===== config.mk =====
export PLATFORM = sky130hd
export DESIGN_NAME = note_sequencer
export DESIGN_NICKNAME = d
export VERILOG_FILES = /design/src/rtl/audio_pkg.sv /design/src/rtl/note_fifo.sv /design/src/rtl/note_sequencer.sv
export SDC_FILE = /design/constraint.sdc
export NUM_CORES = 1
export LEC_CHECK = 0
export CORE_MARGIN = 2
export CORE_UTILIZATION = 46
export CTS_CLUSTER_DIAMETER = 60
export CTS_CLUSTER_SIZE = 16
export DETAILED_ROUTE_END_ITERATION = 16
export GPL_TIMING_DRIVEN = 0
export HOLD_SLACK_MARGIN = 0.1
export PLACE_DENSITY = 0.67
export SYNTH_ARGS = -nofsm -noshare
export SYNTH_HDL_FRONTEND = slang
export SYNTH_HIERARCHICAL = 1
export SYNTH_SLANG_ARGS = --single-unit

===== constraint.sdc =====
create_clock -name clk -period 6.8 [get_ports clk]
set_clock_uncertainty 0.2 [all_clocks]
set_input_delay 1.36 -clock clk [delete_from_list [all_inputs] [get_ports clk]]
set_output_delay 1.36 -clock clk [all_outputs]
set_load 0.1 [all_outputs]

===== src/rtl/audio_pkg.sv =====
// Shared constants, entry layout and FSM encoding for the note sequencer.
// Defaults assume a 25 MHz clock.
package audio_pkg;

    localparam logic [7:0]  NOTE_REST       = 8'd0;

    localparam int unsigned DEPTH_DEF       = 16;
    localparam int unsigned BEAT_CYCLES_DEF = 4194304;
    localparam int unsigned GAP_CYCLES_DEF  = 262144;

    localparam int unsigned ENTRY_W         = 16;
    localparam int unsigned NOTE_LSB        = 0;
    localparam int unsigned NOTE_W          = 8;
    localparam int unsigned DUR_LSB         = 8;
    localparam int unsigned DUR_W           = 8;

    typedef struct packed {
        logic [DUR_W-1:0]  dur;
        logic [NOTE_W-1:0] code;
    } note_entry_t;

    typedef enum logic {
        ST_IDLE = 1'b0,
        ST_PLAY = 1'b1
    } seq_state_t;

    // Split a raw CPU write word into its note and duration fields.
    function automatic note_entry_t unpack_entry(input logic [ENTRY_W-1:0] raw);
        note_entry_t e;
        e.code = raw[NOTE_LSB +: NOTE_W];
        e.dur  = raw[DUR_LSB +: DUR_W];
        return e;
    endfunction

endpackage


===== src/rtl/note_fifo.sv =====
// Synchronous note FIFO: drops writes while full and flags them in a sticky overflow bit.
// The head entry is presented combinationally so the sequencer can pop and load on one edge.
module note_fifo
    import audio_pkg::*;
#(
    parameter int unsigned DEPTH = DEPTH_DEF,
    parameter int unsigned WIDTH = ENTRY_W
) (
    input  logic                    clk,
    input  logic                    reset,
    input  logic                    i_wr_en,
    input  logic [WIDTH-1:0]        i_wr_data,
    input  logic                    i_pop,
    output logic [WIDTH-1:0]        o_head_c,
    output logic                    o_full,
    output logic [$clog2(DEPTH):0]  o_count,
    output logic                    o_overflow
);

    localparam int unsigned PW = (DEPTH > 1) ? $clog2(DEPTH) : 1;
    localparam int unsigned CW = $clog2(DEPTH) + 1;

    logic [WIDTH-1:0] r_mem [DEPTH];
    logic [PW-1:0]    r_wr_ptr;
    logic [PW-1:0]    r_rd_ptr;
    logic [CW-1:0]    r_count;
    logic             r_full;
    logic             r_overflow;

    logic             w_push;
    logic             w_pop;
    logic [CW-1:0]    w_count_nxt;

    // A write while full is lost even if a pop frees a slot on the same edge.
    assign w_push = i_wr_en && !r_full;
    assign w_pop  = i_pop && (r_count != '0);

    always_comb begin
        w_count_nxt = r_count;
        unique case ({w_push, w_pop})
            2'b10:   w_count_nxt = r_count + CW'(1);
            2'b01:   w_count_nxt = r_count - CW'(1);
            default: w_count_nxt = r_count;
        endcase
    end

    always_ff @(posedge clk) begin
        if (reset) begin
            r_wr_ptr   <= '0;
            r_rd_ptr   <= '0;
            r_count    <= '0;
            r_full     <= 1'b0;
            r_overflow <= 1'b0;
        end else begin
            if (w_push) begin
                r_wr_ptr <= r_wr_ptr + PW'(1);
            end
            if (w_pop) begin
                r_rd_ptr <= r_rd_ptr + PW'(1);
            end
            if (i_wr_en && r_full) begin
                r_overflow <= 1'b1;
            end
            r_count <= w_count_nxt;
            r_full  <= (w_count_nxt == CW'(DEPTH));
        end
    end

    always_ff @(posedge clk) begin
        if (w_push) begin
            r_mem[r_wr_ptr] <= i_wr_data;
        end
    end

    assign o_head_c   = r_mem[r_rd_ptr];
    assign o_full     = r_full;
    assign o_count    = r_count;
    assign o_overflow = r_overflow;

endmodule


===== src/rtl/note_sequencer.sv =====
// Plays queued notes for a whole number of beats, silencing the gate for a short
// articulation gap at the end of each note; pause freezes playback in place.
module note_sequencer
    import audio_pkg::*;
#(
    parameter int unsigned DEPTH       = DEPTH_DEF,
    parameter int unsigned BEAT_CYCLES = BEAT_CYCLES_DEF,
    parameter int unsigned GAP_CYCLES  = GAP_CYCLES_DEF
) (
    input  logic                    clk,
    input  logic                    reset,
    input  logic                    wr_en,
    input  logic [ENTRY_W-1:0]      wr_data,
    input  logic                    pause,
    output logic [NOTE_W-1:0]       note,
    output logic                    gate,
    output logic                    busy,
    output logic                    full,
    output logic [$clog2(DEPTH):0]  count,
    output logic                    overflow
);

    localparam int unsigned CNT_W   = (BEAT_CYCLES > 1) ? $clog2(BEAT_CYCLES) : 1;
    localparam bit          HAS_GAP = (GAP_CYCLES > 0);
    localparam logic [CNT_W-1:0] CNT_MAX   = CNT_W'(BEAT_CYCLES - 1);
    localparam logic [CNT_W-1:0] GAP_START = HAS_GAP ? CNT_W'(BEAT_CYCLES - GAP_CYCLES) : '0;

    seq_state_t          r_state;
    logic [NOTE_W-1:0]   r_note;
    logic [DUR_W-1:0]    r_beats;
    logic [CNT_W-1:0]    r_cnt;
    logic                r_gate;
    logic                r_busy;

    seq_state_t          w_state_nxt;
    logic [NOTE_W-1:0]   w_note_nxt;
    logic [DUR_W-1:0]    w_beats_nxt;
    logic [CNT_W-1:0]    w_cnt_nxt;
    logic                w_gate_nxt;
    logic                w_pop;
    logic                w_last;
    logic                w_in_gap;
    logic [ENTRY_W-1:0]  w_head_raw;
    note_entry_t         w_head;
    logic [$clog2(DEPTH):0] w_count;

    note_fifo #(
        .DEPTH (DEPTH),
        .WIDTH (ENTRY_W)
    ) u_fifo (
        .clk        (clk),
        .reset      (reset),
        .i_wr_en    (wr_en),
        .i_wr_data  (wr_data),
        .i_pop      (w_pop),
        .o_head_c   (w_head_raw),
        .o_full     (full),
        .o_count    (w_count),
        .o_overflow (overflow)
    );

    assign w_head = unpack_entry(w_head_raw);
    assign w_last = (r_beats == DUR_W'(1)) && (r_cnt == CNT_MAX);

    always_ff @(posedge clk) begin
        if (reset) begin
            r_state <= ST_IDLE;
            r_note  <= NOTE_REST;
            r_beats <= '0;
            r_cnt   <= '0;
            r_gate  <= 1'b0;
            r_busy  <= 1'b0;
        end else begin
            r_state <= w_state_nxt;
            r_note  <= w_note_nxt;
            r_beats <= w_beats_nxt;
            r_cnt   <= w_cnt_nxt;
            r_gate  <= w_gate_nxt;
            r_busy  <= (w_state_nxt == ST_PLAY);
        end
    end

    always_comb begin
        w_state_nxt = r_state;
        w_note_nxt  = r_note;
        w_beats_nxt = r_beats;
        w_cnt_nxt   = r_cnt;
        w_pop       = 1'b0;

        unique case (r_state)
            ST_IDLE: begin
                w_note_nxt = NOTE_REST;
                if ((w_count != '0) && !pause) begin
                    w_pop = 1'b1;
                    if (w_head.dur != '0) begin
                        w_state_nxt = ST_PLAY;
                        w_note_nxt  = w_head.code;
                        w_beats_nxt = w_head.dur;
                        w_cnt_nxt   = '0;
                    end
                end
            end
            ST_PLAY: begin
                if (!pause) begin
                    if (r_cnt == CNT_MAX) begin
                        w_cnt_nxt   = '0;
                        w_beats_nxt = r_beats - DUR_W'(1);
                    end else begin
                        w_cnt_nxt = r_cnt + CNT_W'(1);
                    end
                    // Chain straight into the next entry so consecutive notes have no idle cycle.
                    if (w_last) begin
                        w_state_nxt = ST_IDLE;
                        w_note_nxt  = NOTE_REST;
                        w_beats_nxt = '0;
                        w_cnt_nxt   = '0;
                        if (w_count != '0) begin
                            w_pop = 1'b1;
                            if (w_head.dur != '0) begin
                                w_state_nxt = ST_PLAY;
                                w_note_nxt  = w_head.code;
                                w_beats_nxt = w_head.dur;
                            end
                        end
                    end
                end
            end
            default: begin
                w_state_nxt = ST_IDLE;
                w_note_nxt  = NOTE_REST;
                w_beats_nxt = '0;
                w_cnt_nxt   = '0;
            end
        endcase
    end

    // Gate is derived from the post-edge state so it lines up with the registered note.
    assign w_in_gap   = HAS_GAP && (w_beats_nxt == DUR_W'(1)) && (w_cnt_nxt >= GAP_START);
    assign w_gate_nxt = (w_state_nxt == ST_PLAY) && (w_note_nxt != NOTE_REST)
                        && !pause && !w_in_gap;

    assign note  = r_note;
    assign gate  = r_gate;
    assign busy  = r_busy;
    assign count = w_count;

endmodule


==> reports/metrics.cfg <==
[timing]
timing.final.ws_setup_ns=2.05
worstMarginPinSlew_ns=1.00
hold_viol_final=0
max_freq_mhz=211
tns_ns=0
timing.final.crit_share=0.698
relSlewSlack=0.332
fin_crit_ns=4.75
rsz0062_at_grt=no
finalMaxSlewViolations=0
setup_viol_count_final=0
worst_hold_slack_ns=0.280

[floorplanning]
dieArea_sq_um=30300
fp.coreArea_sq_um=28600
initial_core_util=0.465
die_w_microns=174
io_pins=37
rows=62
chipHeight_microns=174

[critical_path]
cp_max_fo=10
crit_arrival_ns=4.94
crit_type=reg2reg
startpoint_type=register
cp_data_required_time_ns=7.00
critPathCaptureType=register

[placed_design]
gp_congestion=0.894
dp_cells=1239
dp_hpwl_microns=20400
place_ws_ns=1.68
port_buffers=36

[layout]
final_common_cell=edfxtp_1
area_delta_synth_final_pct=14.9
final_cell_mix=edfxtp_1 (256), dfxtp_1 (59), nor2_1 (58)
antenna_cells=0
drive_above_1_share=0.165
final_cells=1274
nets=913
nFillCells=2253

[clock_tree]
cts_hold_buf=0
clock_latency_ns=0.54
cts_buffers=25
clockBufferDepth=3
cts_sinks=315
root_buffer=clkbuf_16
cts_tree=built
cts-resized-gates=0
h-tree-depth=1
post_cts_buffers=0
clk_pin_slew_ns=0.07

[min_path]
hp-class=reg2reg

[global_routing]
gr-total-overflow=0
grt_first_pass_wirelength_microns=45800
first_global_vias=7410
grt_usage=0.201
grt_max_degree=17
antenna_found_initial=0

[yosys]
yosysWarnings=6
synth_nets=830
avgSynthCellArea_sq_um=16.7
yosys-top-cells-area=edfxtp_1 (58%), dfxtp_1 (8.9%), mux4_1 (7.7%), mux4_2 (6.9%), nor2_1 (2.0%)
yosysSeqAreaShare=0.666
async_reset_ff_frac=0
synth_area_sq_um=13300
synth_edf_count=256
ys_types=73
syn_inst=799
synth_largest_area_cell=edfxtp_1
synth_top_area_frac=0.577
synth_flop_cell=edfxtp_1
synth.ff_latch_count=315

[routing]
wl_per_cell_microns=23.9
drtIter0Drc=890
ant_nets=0
dr.pass1.iters=5
viasPerCell=6.01
route.detailed.drc=0
vias=7663
drt_wl_total_microns=30400

[power]
vdd_ir_drop_max_mv=0.172
p_leak_nw=4.80
power_mw=4.76
power.density_nw_per_um2=311

[flow_run]
drv_cap=0

[run_status]
outcome=finished, final reports clean

==> area by class of cell <==
class | count | area, sq um | share of cell area
Clock buffer | 25 | 626 | 0.0409
Clock inverter | 10 | 124 | 0.00810
Timing Repair Buffer | 56 | 701 | 0.0458
Buffer | 41 | 241 | 0.0158
Tap cell | 384 | 480 | 0.0314
Multi-Input combinational cell | 432 | 4220 | 0.276
Sequential cell | 315 | 8870 | 0.580
Inverter | 11 | 41.3 | 0.00270
==> power by group <==
group          internal, mW  switching [mW]
logic                 0.453           0.695
clock network         0.744           0.664
registers              2.14          0.0580
==> logic make-up after synthesis <==
kind of cell             count (synthesis)  share of synthesized area
adder cells (fa/ha/maj)                 11                     0.0103
multiplexers                            82                      0.148
AO/OA/AOI/OAI                          109                     0.0555
flip-flops                             315                      0.666
XOR/XNOR                                13                    0.00855
buffers and inverters                   52                     0.0212
AND/OR/NAND/NOR                        217                     0.0907
==> worst max-delay path, cell delays in order (launching register included) <==
cell and delay (ns):
dfxtp_1 0.32, clkbuf_2 0.29, buf_1 0.69, mux4_1 0.42
mux4_2 0.59, nor4_1 0.35, nand2_1 0.26, a21oi_1 0.75
a21oi_1 0.24, nor4b_1 0.29, a31oi_1 0.17
==> per-layer routing <==
layer | vias up | track usage | part of all wire
li1 | 3406 | - | -
met1 | 3898 | 0.293 | 0.43
met2 | 321 | 0.322 | 0.47
met3 | 38 | 0.0322 | 0.073
met4 | 0 | 0.0487 | 0.021
met5 | - | 0 | 0
==> Yosys cell counts (4+ instances only) <==
cell type  instances
nor2b_1           14
a311oi_1           7
nand4_1            8
ha_1              11
xor2_1             8
a22oi_1           11
nand2b_1           6
or4_1              4
and2_1             5
buf_2              5
o21ai_0           17
nor4_1             5
a21oi_1           32
nor3_1            17
nand2_1           34
clkbuf_1          18
nand4b_1           4
dfxtp_1           59
nor2_1            70
edfxtp_1         256
a31oi_1           10
inv_1             11
a221oi_1           4
buf_1              7
nor4_2             4
nand3_1           14
buf_6              6
xnor2_1            5
or3_1              6
mux4_2            41
and3_1             4
mux4_1            39
==> worst paths after layout <==
check / cells past startpoint / to / slack, ns / startpoint
worst max register to register: 10 / gate / 2.05 / register
worst max-delay path: 10 / gate / 2.05 / register
worst min register to register: 2 / u_fifo/o_overflow / 0.28 / u_fifo/o_overflow
worst min-delay path: 2 / u_fifo/o_overflow / 0.28 / u_fifo/o_overflow
==> per-stage QoR <==
step,util,area (sq um)
after CTS,0.534,15300
final,0.534,15300
after global placement,0.495,14200
after floorplan,-,13300
after global routing,0.534,15300
after detailed placement,0.508,14600
==> state kept, by name (all words and copies together), names as in the netlist, named ones only <==
register / cells
u_fifo/r_wr_ptr: 4
u_fifo/o_overflow: 1
r_beats: 8
r_cnt: 22
gate: 1
note: 8
u_fifo/r_rd_ptr: 4
busy: 1
u_fifo/o_count: 5
u_fifo/r_mem: 256
u_fifo/o_full: 1
Power figures use the tool's default switching activity.
